==> config.mk <==
export PLATFORM = sky130hd
export DESIGN_NAME = sipo_rx_controller
export DESIGN_NICKNAME = d
export VERILOG_FILES = /design/src/rtl/sipo_rx_controller.sv
export SDC_FILE = /design/constraint.sdc
export NUM_CORES = 1
export LEC_CHECK = 0
export BUFFER_PORTS_ARGS = -buffer_cell sky130_fd_sc_hd__buf_4
export CORE_MARGIN = 4
export CORE_UTILIZATION = 54
export CTS_CLUSTER_DIAMETER = 100
export CTS_CLUSTER_SIZE = 20
export DETAILED_ROUTE_END_ITERATION = 8
export PLACE_DENSITY = 0.78
export SYNTH_ARGS = -nofsm -noshare
export SYNTH_HDL_FRONTEND = slang
export SYNTH_SLANG_ARGS = --single-unit
==> constraint.sdc <==
create_clock -name Clk_In -period 1.5 [get_ports Clk_In]
set_input_delay 0.3 -clock Clk_In [delete_from_list [all_inputs] [get_ports Clk_In]]
set_output_delay 0.3 -clock Clk_In [all_outputs]
set_load 0.05 [all_outputs]
==> src/rtl/sipo_rx_controller.sv <==
// Serial-in/parallel-out receive controller: assembles WORD_WIDTH serial
// bits into a word and offers it through a valid/ready holding register.
//
// Ports:
//   Clk_In          rising-edge clock
//   Reset_In        synchronous active-high reset
//   Frame_Start_In  start (IDLE) or restart (SHIFT) a word assembly
//   Continuous_In   stay in SHIFT after a word completes
//   Serial_Valid_In qualifies Serial_Data_In
//   Serial_Data_In  serial bit
//   Word_Ready_In   downstream accepts Word_Data_Out
//   Word_Data_Out   held parallel word
//   Word_Valid_Out  Word_Data_Out is valid
//   Busy_Out        FSM is in SHIFT
//   Bit_Count_Out   bits captured in the current word
//   Overrun_Out     one-cycle pulse when a completed word is dropped
module sipo_rx_controller #(
   parameter int WORD_WIDTH = 32,
   parameter bit MSB_FIRST  = 1'b1
) (
   input  logic                          Clk_In,
   input  logic                          Reset_In,
   input  logic                          Frame_Start_In,
   input  logic                          Continuous_In,
   input  logic                          Serial_Valid_In,
   input  logic                          Serial_Data_In,
   input  logic                          Word_Ready_In,
   output logic [WORD_WIDTH-1:0]         Word_Data_Out,
   output logic                          Word_Valid_Out,
   output logic                          Busy_Out,
   output logic [$clog2(WORD_WIDTH+1)-1:0] Bit_Count_Out,
   output logic                          Overrun_Out
);

   localparam int CW = $clog2(WORD_WIDTH + 1);
   localparam logic [CW-1:0] LAST = CW'(WORD_WIDTH - 1);

   typedef enum logic {
      IDLE,
      SHIFT
   } state_e;

   state_e                state_q;
   logic [WORD_WIDTH-1:0] sr_q;
   logic [CW-1:0]         cnt_q;
   logic [WORD_WIDTH-1:0] data_q;
   logic                  valid_q;
   logic                  ovr_q;

   logic [WORD_WIDTH-1:0] sr_d;
   logic                  done_d;
   logic                  xfer_d;

   always_comb begin
      sr_d = sr_q;
      if (MSB_FIRST) begin
         sr_d = {sr_q[WORD_WIDTH-2:0], Serial_Data_In};
      end else begin
         sr_d = {Serial_Data_In, sr_q[WORD_WIDTH-1:1]};
      end
      // Frame start wins over completion of the final bit
      done_d = (state_q == SHIFT) && !Frame_Start_In &&
               Serial_Valid_In && (cnt_q == LAST);
      xfer_d = valid_q && Word_Ready_In;
   end

   always_ff @(posedge Clk_In) begin
      if (Reset_In) begin
         state_q <= IDLE;
         sr_q    <= '0;
         cnt_q   <= '0;
         data_q  <= '0;
         valid_q <= 1'b0;
         ovr_q   <= 1'b0;
      end else begin
         ovr_q <= 1'b0;

         unique case (state_q)
            IDLE: begin
               if (Frame_Start_In) begin
                  state_q <= SHIFT;
                  sr_q    <= '0;
                  cnt_q   <= '0;
               end
            end
            SHIFT: begin
               if (Frame_Start_In) begin
                  sr_q  <= '0;
                  cnt_q <= '0;
               end else if (Serial_Valid_In) begin
                  if (cnt_q == LAST) begin
                     sr_q    <= '0;
                     cnt_q   <= '0;
                     state_q <= Continuous_In ? SHIFT : IDLE;
                  end else begin
                     sr_q  <= sr_d;
                     cnt_q <= cnt_q + 1'b1;
                  end
               end
            end
            default: state_q <= IDLE;
         endcase

         // Holding register: a new word loads if the slot is empty or
         // drains at this same edge; otherwise it is dropped.
         if (done_d) begin
            if (!valid_q || Word_Ready_In) begin
               data_q  <= sr_d;
               valid_q <= 1'b1;
            end else begin
               ovr_q <= 1'b1;
            end
         end else if (xfer_d) begin
            valid_q <= 1'b0;
         end
      end
   end

   assign Word_Data_Out  = data_q;
   assign Word_Valid_Out = valid_q;
   assign Busy_Out       = (state_q == SHIFT);
   assign Bit_Count_Out  = cnt_q;
   assign Overrun_Out    = ovr_q;

endmodule

==> flow_summary.toml <==
[synth]
ys.flop_type = "dfxtp_1"
synth_edf_count = 0
synth_cells = 330
synth_cell_types = 25
synth_area_um2 = 2720
ys_ff_latch = 72
syn_nets = 338
ys_warn_count = 0
synth_area_per_cell_um2 = 8.24
yosysSeqAreaShare = 0.530
async_flop_share = 0

[power]
p_per_area_nw_per_um2 = 1030
pwr-share-comb = 0.043
sw_frac_of_total = 0.223
power.switching_w = 0.000773
leakage_nw = 1.19
ir_drop_v = 0.000562
intPower_w = 0.00269
pwr-share-seq = 0.553
p_clk_frac = 0.404

[placed_design]
routabilityCongestion = 0.721
portBuffers = 47
dp.cells = 425
dp_hpwl_um = 3800

[global_route]
grtUsageTotal = 0.211
grt_pass1_wl_um = 10400
grt_max_degree = 36
grt-ovfl-total = 0
grt_pass1_vias = 2310
antenna_found_initial = 0

[setup_path]
criticalPathCategory = "flop to flop"
required_ps = 1750
cp-end-kind = "flop"
timing.rr.start = "Busy_Out"
r2r_cells = 4
reg2reg_to = "Bit_Count_Out[5]"
crit_arrival_ps = 1640
r2r_slack_ps = 110
worst-path-max-fanout = 6
start_kind = "flop"

[sta]
worstMarginPinSlew_ps = 357
report.final.slew_viol_count = 0
rsz0062_at_grt = "no"
setup_viol = 0
tns_ps = 0
period_share = 0.929
finClkSkew_ps = 4.50
hold_viol_final = 0
fmaxAchievable_ghz = 0.718
period_minus_slack_ps = 1390
relSlewSlack = 0.762

[die]
dieArea_um2 = 6230
die_h_um = 79.0
start_util = 0.568
io_pins = 48
die-width_um = 79.0
design.core.area_um2 = 4790
rows = 25

[route]
wl_per_cell_um = 13.9
via_per_inst = 5.54
drt_pre_antenna_iters = 4
antenna_left = 0
drt_iter0_markers = 224
routed_wl_um = 6110
drc = 0
dr_total_vias = 2445

[cts]
cts_tree = "built"
cts_root_buf = "clkbuf_8"
htree_levels = 3
cts_buffer_depth = 2
hold_buffers = 0
cts-buffers-inserted = 9
cts.clk_slew.worst_paths_ps = 70
clk_latency_ps = 340
cts_sinks = 72
cts_setup_buffers = 0

[finish]
n_antenna_cell = 0
final_cells = 441
area.growth.synth_to_final_pct = 23.9
nets = 377
final_layout_size_suffix_gt1_frac = 0.230

[job]
max_cap_viol_count = 0

[min_path]
hold_path_end = "sr_q[0]"
hp-start = "Serial_Data_In"
worstHoldPathType = "input pin to flop"
whs_path_depth = 3

[run_status]
status = "complete, no violations"
-- per-layer routing --
layer  share of wire  global-route usage  vias up
met4           0.021               0.115        0
met2            0.46               0.342       64
met1            0.46               0.265     1139
met5               0                   0        -
li1                -                   -     1230
met3           0.050              0.0431       12
-- cells in the mapped netlist (all sizes together) (2+ instances only) --
cell type	instances	area share
nand2b	2	0.0046
nand2	39	0.054
nor2	3	0.0041
buf	13	0.027
or3	2	0.0046
clkbuf	19	0.026
xor2	2	0.0064
o21ai	34	0.063
a21oi	66	0.12
dfxtp	72	0.53
nand3	65	0.12
nor3	2	0.0037
-- power by group through the flow --
| stage | Clock, W | Sequential (W) | Combinational [W] |
|---|---|---|---|
| after floorplan | 0 | 0.00197 | 0.0000812 |
| after global placement | 0 | 0.00196 | 0.000148 |
| after detailed placement | 0 | 0.00196 | 0.000149 |
| after CTS | 0.00143 | 0.00192 | 0.000150 |
| after global routing | 0.00153 | 0.00192 | 0.000162 |
| final | 0.00140 | 0.00192 | 0.000148 |
-- what timing repair did --
action | in CTS | in global routing
hold endpoints to repair | 0 | 0
gates resized for setup | 0 | 1
endpoints found under the setup margin | 0 | 1
-- how the worst max path moves through the flow --
stage | start | depth (start not counted) | slack (ps) | endpoint
global placement | Serial_Valid_In | 5 | 120 | Bit_Count_Out[5]
finish | Busy_Out | 4 | 110 | Bit_Count_Out[5]
CTS | Busy_Out | 4 | 90 | Bit_Count_Out[5]
floorplan | Busy_Out | 5 | 9 | Bit_Count_Out[5]
detailed placement | Serial_Valid_In | 5 | 60 | Bit_Count_Out[5]
global route | Bit_Count_Out[2] | 5 | 8 | Word_Data_Out[9]
-- area by class of cell --
class / count / area [um^2]
tap: 67 / 83.8
sequential: 72 / 1450
clock inverter: 2 / 11.3
fill: 407 / 1420
multi-input combinational: 226 / 1130
clock buffer: 14 / 173
timing repair buffer: 60 / 513
-- through the flow --
stage / hold slack, ps / power, W / cell area (um^2) / setup slack (ps) / util
after floorplan: 432 / 0.00205 / 2730 / 9.43 / -
after global placement: 440 / 0.00211 / 3190 / 120 / 0.666
after detailed placement: 458 / 0.00211 / 3190 / 58.9 / 0.666
after CTS: 217 / 0.00350 / 3370 / 95.0 / 0.704
after global routing: 230 / 0.00361 / 3370 / 7.93 / 0.704
final: 230 / 0.00347 / 3370 / 107 / 0.704
-- critical path, stage by stage, from the launching register on --
cell,delay (ps)
dfxtp_4,350
and2_1,240
o2111ai_2,130
or3_1,370
a211oi_2,220
-- kinds of logic (layout without fill, tap and decap cells) --
group	Yosys count	after routing	synth area share
XOR/XNOR	2	2	0.00644
AND/OR/NAND/NOR	120	120	0.209
AO/OA/AOI/OAI	103	103	0.197
adder cells (fa/ha/maj)	1	1	0.00460
buffers and inverters	32	76	0.0534
flip-flops	72	72	0.530
-- cell usage in the layout (no fill, tap or decap), types with 2 or more instances in the layout --
| master | instances |
|---|---|
| a21oi_1 | 66 |
| nand3_1 | 65 |
| dfxtp_1 | 64 |
| buf_4 | 55 |
| nand2_1 | 39 |
| o21ai_0 | 33 |
| clkbuf_8 | 12 |
| dfxtp_2 | 7 |
| buf_12 | 5 |
| nor2_1 | 3 |
| nand2b_1 | 2 |
| nor3_1 | 2 |
| or3_1 | 2 |
| xor2_1 | 2 |
| clkbuf_1 | 2 |
-- flip-flops by register name, summed over array words and instances, names as in the netlist --
name / flops
sr_q: 31
Busy_Out: 1
Word_Data_Out: 32
Word_Valid_Out: 1
Bit_Count_Out: 6
Overrun_Out: 1
Power figures use the tool's default switching activity.
